[config.mk]
export PLATFORM = sky130hd
export DESIGN_NAME = config_sequencer
export DESIGN_NICKNAME = d
export VERILOG_FILES = /design/src/rtl/config_sequencer.sv
export SDC_FILE = /design/constraint.sdc
export NUM_CORES = 1
export LEC_CHECK = 0
export BUFFER_PORTS_ARGS = -buffer_cell sky130_fd_sc_hd__buf_2
export CORE_ASPECT_RATIO = 1.25
export CORE_UTILIZATION = 50
export CTS_CLUSTER_DIAMETER = 30
export CTS_CLUSTER_SIZE = 14
export DETAILED_ROUTE_END_ITERATION = 10
export PLACE_DENSITY = 0.84
export SYNTH_ARGS = -nofsm -noshare
export SYNTH_HDL_FRONTEND = slang
export SYNTH_SLANG_ARGS = --single-unit
[constraint.sdc]
create_clock -name clk -period 2.1 [get_ports clk]
set_clock_uncertainty 0.1 [all_clocks]
set_input_delay 0.42 -clock clk [delete_from_list [all_inputs] [get_ports clk]]
set_output_delay 0.42 -clock clk [all_outputs]
set_load 0.05 [all_outputs]
[src/rtl/config_sequencer.sv]
// Walks the config ROM from address 0, decoding each command into shifter bytes, chip select and delays.
// Define CFG_SEQ_TIMEOUT_EN to build the SEND watchdog (TIMEOUT_WIDTH bits); otherwise SEND waits forever.
module config_sequencer #(
  parameter int ADDRESS_WIDTH     = 8,
  parameter int COMMAND_WIDTH     = 4,
  parameter int DEVICE_DATA_WIDTH = 8,
  parameter int DELAY_SHIFT       = 8,
  parameter int TIMEOUT_WIDTH     = 12
) (
  input  logic                         clk,
  input  logic                         reset,
  input  logic                         start,
  output logic [ADDRESS_WIDTH-1:0]     rom_address,
  input  logic [COMMAND_WIDTH-1:0]     controller_command,
  input  logic [DEVICE_DATA_WIDTH-1:0] device_data,
  output logic                         tx_valid,
  output logic [DEVICE_DATA_WIDTH-1:0] tx_data,
  input  logic                         tx_ready,
  output logic                         dev_cs_n,
  output logic                         busy,
  output logic                         done,
  output logic                         error
);

  localparam int DLY_W = DEVICE_DATA_WIDTH + DELAY_SHIFT;

  localparam logic [COMMAND_WIDTH-1:0] CMD_NOP    = COMMAND_WIDTH'(4'h0);
  localparam logic [COMMAND_WIDTH-1:0] CMD_WRITE  = COMMAND_WIDTH'(4'h1);
  localparam logic [COMMAND_WIDTH-1:0] CMD_CS_ON  = COMMAND_WIDTH'(4'h2);
  localparam logic [COMMAND_WIDTH-1:0] CMD_CS_OFF = COMMAND_WIDTH'(4'h3);
  localparam logic [COMMAND_WIDTH-1:0] CMD_DELAY  = COMMAND_WIDTH'(4'h4);
  localparam logic [COMMAND_WIDTH-1:0] CMD_END    = COMMAND_WIDTH'(4'hF);

  if (COMMAND_WIDTH < 4 || TIMEOUT_WIDTH < 2) begin : g_param_check
    $error("config_sequencer: COMMAND_WIDTH must be >= 4 and TIMEOUT_WIDTH >= 2");
  end

  typedef enum logic [2:0] {IDLE, FETCH, DECODE, SEND, WAIT, HALT} state_t;

  state_t           state;
  logic [DLY_W-1:0] dly_cnt;
  logic [DLY_W-1:0] dly_load;
  logic             adv;
  logic             last_addr;

`ifdef CFG_SEQ_TIMEOUT_EN
  // Firing one count early means the 2^TIMEOUT_WIDTH-1'th SEND cycle is the last one.
  localparam logic [TIMEOUT_WIDTH-1:0] WD_LAST = {{(TIMEOUT_WIDTH-1){1'b1}}, 1'b0};
  logic [TIMEOUT_WIDTH-1:0] wdog;
`endif

  assign dly_load  = DLY_W'(device_data) << DELAY_SHIFT;
  assign last_addr = &rom_address;

  // Every path that moves on to the next ROM word funnels through adv.
  always_comb begin
    adv = 1'b0;
    case (state)
      DECODE: begin
        case (controller_command)
          CMD_NOP, CMD_CS_ON, CMD_CS_OFF: adv = 1'b1;
          CMD_DELAY:                      adv = (dly_load == '0);
          default:                        adv = 1'b0;
        endcase
      end
      SEND:    adv = tx_ready;
      WAIT:    adv = (dly_cnt == DLY_W'(1));
      default: adv = 1'b0;
    endcase
  end

  always_ff @(posedge clk or posedge reset) begin
    if (reset) begin
      state       <= IDLE;
      rom_address <= '0;
      tx_valid    <= 1'b0;
      tx_data     <= '0;
      dev_cs_n    <= 1'b1;
      busy        <= 1'b0;
      done        <= 1'b0;
      error       <= 1'b0;
      dly_cnt     <= '0;
`ifdef CFG_SEQ_TIMEOUT_EN
      wdog        <= '0;
`endif
    end else begin
      case (state)
        IDLE, HALT: begin
          if (start) begin
            done        <= 1'b0;
            error       <= 1'b0;
            rom_address <= '0;
            busy        <= 1'b1;
            state       <= FETCH;
          end
        end
        FETCH: state <= DECODE;
        DECODE: begin
          case (controller_command)
            CMD_NOP: ;
            CMD_WRITE: begin
              tx_data  <= device_data;
              tx_valid <= 1'b1;
              state    <= SEND;
`ifdef CFG_SEQ_TIMEOUT_EN
              wdog     <= '0;
`endif
            end
            CMD_CS_ON:  dev_cs_n <= 1'b0;
            CMD_CS_OFF: dev_cs_n <= 1'b1;
            CMD_DELAY: begin
              dly_cnt <= dly_load;
              if (dly_load != '0) state <= WAIT;
            end
            CMD_END: begin
              done     <= 1'b1;
              busy     <= 1'b0;
              dev_cs_n <= 1'b1;
              state    <= HALT;
            end
            default: begin
              error    <= 1'b1;
              busy     <= 1'b0;
              dev_cs_n <= 1'b1;
              state    <= HALT;
            end
          endcase
        end
        SEND: begin
          if (tx_ready) begin
            tx_valid <= 1'b0;
          end
`ifdef CFG_SEQ_TIMEOUT_EN
          else if (wdog == WD_LAST) begin
            tx_valid <= 1'b0;
            error    <= 1'b1;
            busy     <= 1'b0;
            dev_cs_n <= 1'b1;
            state    <= HALT;
          end else begin
            wdog <= wdog + 1'b1;
          end
`endif
        end
        WAIT:    dly_cnt <= dly_cnt - 1'b1;
        default: state <= IDLE;
      endcase

      // Placed last so an overrun overrides whatever the command itself set.
      if (adv) begin
        if (last_addr) begin
          error    <= 1'b1;
          busy     <= 1'b0;
          dev_cs_n <= 1'b1;
          state    <= HALT;
        end else begin
          rom_address <= rom_address + 1'b1;
          state       <= FETCH;
        end
      end
    end
  end

endmodule

==> flow_summary.ini, run 1 <==
[status]
status = finished with violations
violations = setup timing

[cts]
cts_buffer_depth = 2
clk_pin_slew_ns = 0.07
cts-root-buf = clkbuf_8
clk_latency_ns = 0.29
tritoncts = done
cts_made_buffers = 5
clock-sinks = 40
h-tree-depth = 2

[drt]
drc = 0
ant_nets = 0
drt_iter0_markers = 76
viasPerCell = 5.84
vias = 1992
wl_per_cell_um = 15.8
drt_wl_total_um = 5400
dr.pass1.iters = 4

[floorplan]
die_y_um = 74.6
core.rowCount = 26
die-area_um2 = 4480
core_um2 = 4070
die_w_um = 60.1
start_util_pct = 51.9
boundaryPins = 37

[synth]
syn_inst = 212
synth_compound_area_share_pct = 18.9
synth-xor-area-share_pct = 2.49
syn_avg_cell_area_um2 = 9.95
netlist_top_cells_area = dfrtp_1, mux2_2, nand2_1, o21ai_0, o211ai_1
synth_cell_types = 51
ys_warn_count = 0
synth-edff-count = 0
synth_top_area_share_pct = 46.3
synthesis.area_um2 = 2110
synth_seq_area_share_pct = 47.5
synth_top_family_by_area = simple AND/OR/NAND/NOR gates
synth_simple_gate_area_share_pct = 21.8
synth_area_leader_cell = dfrtp_1
ys_seq_elements = 40
yosysMostFrequentCell = dfrtp_1
synth_common_cells = dfrtp_1, nand2_1, nor2_1
yosys_most_used_dff = dfrtp_1
syn-num-nets = 231
muxShareOfSynthArea_pct = 4.80
synth_fa_ha_area_share_pct = 1.78
async_flop_share_pct = 100

[pwr]
power_density_nw_per_um2 = 1250
ir_drop_mv = 0.676
cellLeakagePower_nw = 1.24

[sta]
clock.fmax_mhz = 419
relSlewSlack_pct = 57.1
final.period_utilization_pct = 114
fin_tns_setup_ns = -3.12
drv_slew = 0
rsz0062_at_grt = true
worst_slack_ns = -0.284
hold_viol_final = 0
worst_pin_slew_ns = 0.640
finalSetupViolations = 15
min_period_ns = 2.38

[hold_path]
hp-class = primary input to asynchronous set/reset pin

[finish]
post-route-util_pct = 68.6
layout-drive-gt1-share_pct = 38.2
fin_area_um2 = 2790
fin_cells = 341
antenna_cells = 0
areaGrowthSynthToFinish_pct = 32.1
final_nets = 303

[critical_path]
worstSetupEndpointType = flip-flop
cp_data_required_time_ns = 2.18
start_kind = flip-flop
worstSetupPathType = flip-flop to flip-flop
crit_fanout = 5
arrival_ns = 2.46

[grt]
grt_use_total_pct = 26.8
antenna_found_initial = 0
overflow = 0
grt_pass1_wl_um = 8780
grt_max_degree = 41
grt_pass1_vias = 1958

[place]
gp_congestion = 0.872
io_buffers = 36
dpl.cell_count = 329
pre_cts_slack_ns = -0.265
hpwl_um = 3770
dpl_cell_area_um2 = 2590

[run]
drv_cap = 0
[stage by stage]
step                      hold WS, ns  total power, W
after detailed placement        0.384         0.00282
after global placement          0.371         0.00276
final                           0.141         0.00348
after global routing            0.195         0.00368
after floorplan                 0.349         0.00229
after CTS                       0.163         0.00339
[per-layer routing]
| metal | routed length, um | vias to the layer above | track usage (%) |
|---|---|---|---|
| met2 | 2960 | 58 | 49.5 |
| li1 | - | 942 | - |
| met5 | 0 | - | 0 |
| met1 | 2140 | 982 | 29.5 |
| met4 | 97 | 0 | 9.56 |
| met3 | 198 | 10 | 6.19 |
[where the power goes]
part	switching, W	total [W]	internal [W]
registers	0.000254	0.00130	0.00105
clock network	0.000263	0.000526	0.000262
logic	0.000974	0.00165	0.000680
total	0.00149	0.00348	0.00199
[final timing paths]
check,start,to,slack [ns],cells past startpoint
hold / removal,reset,dly_cnt[1],0.14,3
setup reg to reg,dly_cnt[3],rom_address[0],-0.28,5
setup / recovery,dly_cnt[3],rom_address[0],-0.28,5
max in group asynchronous,reset,state[2],1.39,3
hold reg to reg,dly_cnt[15],dly_cnt[15],0.39,1
min in group clk,device_data[2],tx_data[2],0.29,2
[state kept, by name, indices dropped and copies added (netlist names)]
name	flops
busy	1
done	1
error	1
tx_valid	1
dev_cs_n	1
rom_address	8
tx_data	8
dly_cnt	16
state	3
[cell type report]
| cell class | instances | area (um2) |
|---|---|---|
| repair buffers | 72 | 458 |
| clock inverters | 2 | 10.0 |
| inverters | 6 | 22.5 |
| well taps | 56 | 70.1 |
| multi-input cells | 159 | 1140 |
| fillers | 308 | 1280 |
| flip-flops and latches | 40 | 1000 |
| clock buffers | 6 | 82.6 |
[kinds of logic after synthesis]
kind of cell    after synthesis
fa+ha+maj                     3
simple gates                 84
xor+xnor                      6
flops                        40
compound gates               56
mux                           9
buf+inv                      14
[placed cells by master (no fill, tap or decap), types with 4 or more instances in the layout]
| cell type | synthesis | final |
|---|---|---|
| dfrtp_1 | 39 | 37 |
| buf_2 | 1 | 36 |
| buf_4 | 1 | 34 |
| nand2_1 | 19 | 19 |
| nor2_1 | 15 | 15 |
| o21ai_0 | 14 | 13 |
| nand3_1 | 11 | 10 |
| o211ai_1 | 9 | 9 |
| mux2_2 | 9 | 8 |
| inv_1 | 6 | 6 |
| a22o_1 | 6 | 6 |
| clkbuf_8 | 0 | 6 |
| nor3_1 | 6 | 5 |
| nand4_1 | 4 | 4 |
[worst max-delay path, cell delays in order (launching register included)]
cell,delay (ns)
dfrtp_1,0.40
or4_4,0.53
or4_4,0.57
o211ai_4,0.31
a21oi_4,0.11
mux2_4,0.27
[what timing repair did]
item | CTS | global route
gates resized for setup | 5 | 14
pin swaps | 6 | 11
setup buffers | 2 | 2
gates cloned | 1 | 0
endpoints found under the setup margin | 15 | 19
hold buffers | 0 | 0
Note: power is estimated with default switching activity, not from simulation.
==> run 2, diff against run 1 <==
Settings changed: CORE_MARGIN from default to 5, PLACE_DENSITY 0.84 to 0.82.
Clock period 2.1 ns to 2.4 ns, I/O delays scaled along.
==> flow_summary.ini, run 2 (same netlist as run 1, synthesis figures left out) <==
[sta]
hold_viol_final = 0
drv_slew = 0
min_period_ns = 2.35
clock.fmax_mhz = 425
finalSetupViolations = 0
relSlewSlack_pct = 66.6
final.period_utilization_pct = 98.0
worst_slack_ns = 0.0485
worst_pin_slew_ns = 0.500

[finish]
fin_cells = 332
post-route-util_pct = 63.9
layout-drive-gt1-share_pct = 31.5
layout_common_cells = dfrtp_1, buf_2, buf_4
fillers = 356
antenna_cells = 0
mostFrequentLayoutCell = dfrtp_1
largest_registers = dly_cnt (16), rom_address (8), tx_data (8)
areaGrowthSynthToFinish_pct = 24.2
seq_area_um2 = 1000
regMostFlops = dly_cnt
final_nets = 294
largest_register_ffs = 16
multi_input_area_um2 = 1050

[cts]
cts_buffer_depth = 2
tritoncts = done
clk_latency_ns = 0.30
cts-root-buf = clkbuf_8
clock-sinks = 40
h-tree-depth = 2
hold_buffers = 0
cts_made_buffers = 5
clk_pin_slew_ns = 0.08

[pwr]
ir_drop_mv = 0.681
p_switching_w = 0.00120
cellLeakagePower_nw = 1.17
p_clk_share_pct = 15.2
power_density_nw_per_um2 = 1090
switching_share_pct = 42.4
comb_power_share_pct = 45.9
p_int_w = 0.00164
power_frac_seq_pct = 38.9

[drt]
drt_wl_total_um = 4900
wl_met1_um = 2080
viasPerCell = 5.59
wl_met2_um = 2540
drc = 0
wl_per_cell_um = 14.8
ant_nets = 0
dr.pass1.iters = 4
vias = 1855
wl_met3_um = 208
drt_iter0_markers = 148
highest_layer = met4

[critical_path]
crit_fanout = 6
worstSetupPathType = flip-flop to flip-flop
worstSetupEndpointType = flip-flop
start_kind = flip-flop
cp_data_required_time_ns = 2.49
worst_r2r_path_depth = 5
arrival_ns = 2.44

[place]
gp_congestion = 0.837
hpwl_um = 3610
io_buffers = 36
dpl.cell_count = 320
pre_cts_slack_ns = -0.00860

[hold_path]
hp-class = primary input to asynchronous set/reset pin

[floorplan]
core.rowCount = 26
die_w_um = 68.1
core_um2 = 4100
die_y_um = 82.6
boundaryPins = 37
die-area_um2 = 5630
start_util_pct = 51.5

[grt]
grt_max_degree = 41
overflow = 0
grt_use_total_pct = 19.4
antenna_found_initial = 0
grt_pass1_vias = 1821
grt_pass1_wl_um = 8180

[status]
status = completed

[run]
drv_cap = 0
==> run 2: cell types whose count changed in the layout (fill, tap and decap cells not counted), moves of 2 or more <==
cell | previous run | this run
buf_4 | 34 | 27
a21oi_1 | 3 | 6
a21oi_2 | 3 | 1
clkbuf_1 | 0 | 2
dfrtp_1 | 37 | 39
dfrtp_2 | 2 | 0
o311ai_0 | 2 | 4
o311ai_1 | 2 | 0
==> run 2: area by class of cell <==
class | instances | share of cell area, %
Multi-Input combinational cell | 158 | 40.1
Sequential cell | 40 | 38.3
Timing Repair Buffer | 64 | 15.0
Clock buffer | 7 | 2.91
Tap cell | 56 | 2.67
Inverter | 6 | 0.860
Clock inverter | 1 | 0.191
==> run 2: path summary, 6_finish.rpt <==
check,start,endpoint,slack (ns)
max,dly_cnt[8],rom_address[0],0.05
min,reset,dly_cnt[0],0.19
max reg2reg,dly_cnt[8],rom_address[0],0.05
min reg2reg,dly_cnt[15],dly_cnt[15],0.39
max in group asynchronous,reset,dev_cs_n,1.64
min in group clk,device_data[0],tx_data[0],0.35
==> run 2: worst max-delay path, cell delays in order (launching register included) <==
cell and delay [ns]:
dfrtp_1 0.38, or4_1 0.53, or4_4 0.56, o211ai_4 0.28, a21oi_2 0.12, mux2_2 0.28
==> run 2: power groups by stage <==
stage / combinational, W / sequential, W / clock, W
after floorplan: 0.000597 / 0.00139 / 0
after global placement: 0.00124 / 0.00110 / 0
after detailed placement: 0.00127 / 0.00112 / 0
after CTS: 0.00128 / 0.00111 / 0.000442
after global routing: 0.00142 / 0.00115 / 0.000473
final: 0.00130 / 0.00111 / 0.000432
==> run 2: metrics by stage <==
step	cell area, um2	power, W	hold WS [ns]	setup TNS [ns]
floorplan	2110	0.00198	0.349	0
CTS	2590	0.00282	0.214	0
finish	2620	0.00284	0.192	0
global route	2620	0.00304	0.239	-0.00591
detailed placement	2500	0.00239	0.383	-0.00860
global placement	2500	0.00235	0.374	0
==> run 2: timing repair <==
action / in CTS / in global routing
gates resized for setup: 0 / 4
endpoints found under the hold margin: 0 / 0
buffers inserted: 0 / 4
pin swaps: 1 / 4
setup endpoints to repair: 2 / 7
==> run 2: metal layers <==
layer | up-vias | global-route usage [%]
li1 | 918 | -
met1 | 885 | 22.1
met2 | 43 | 34.9
met3 | 9 | 4.60
met4 | 0 | 6.76
met5 | - | 0
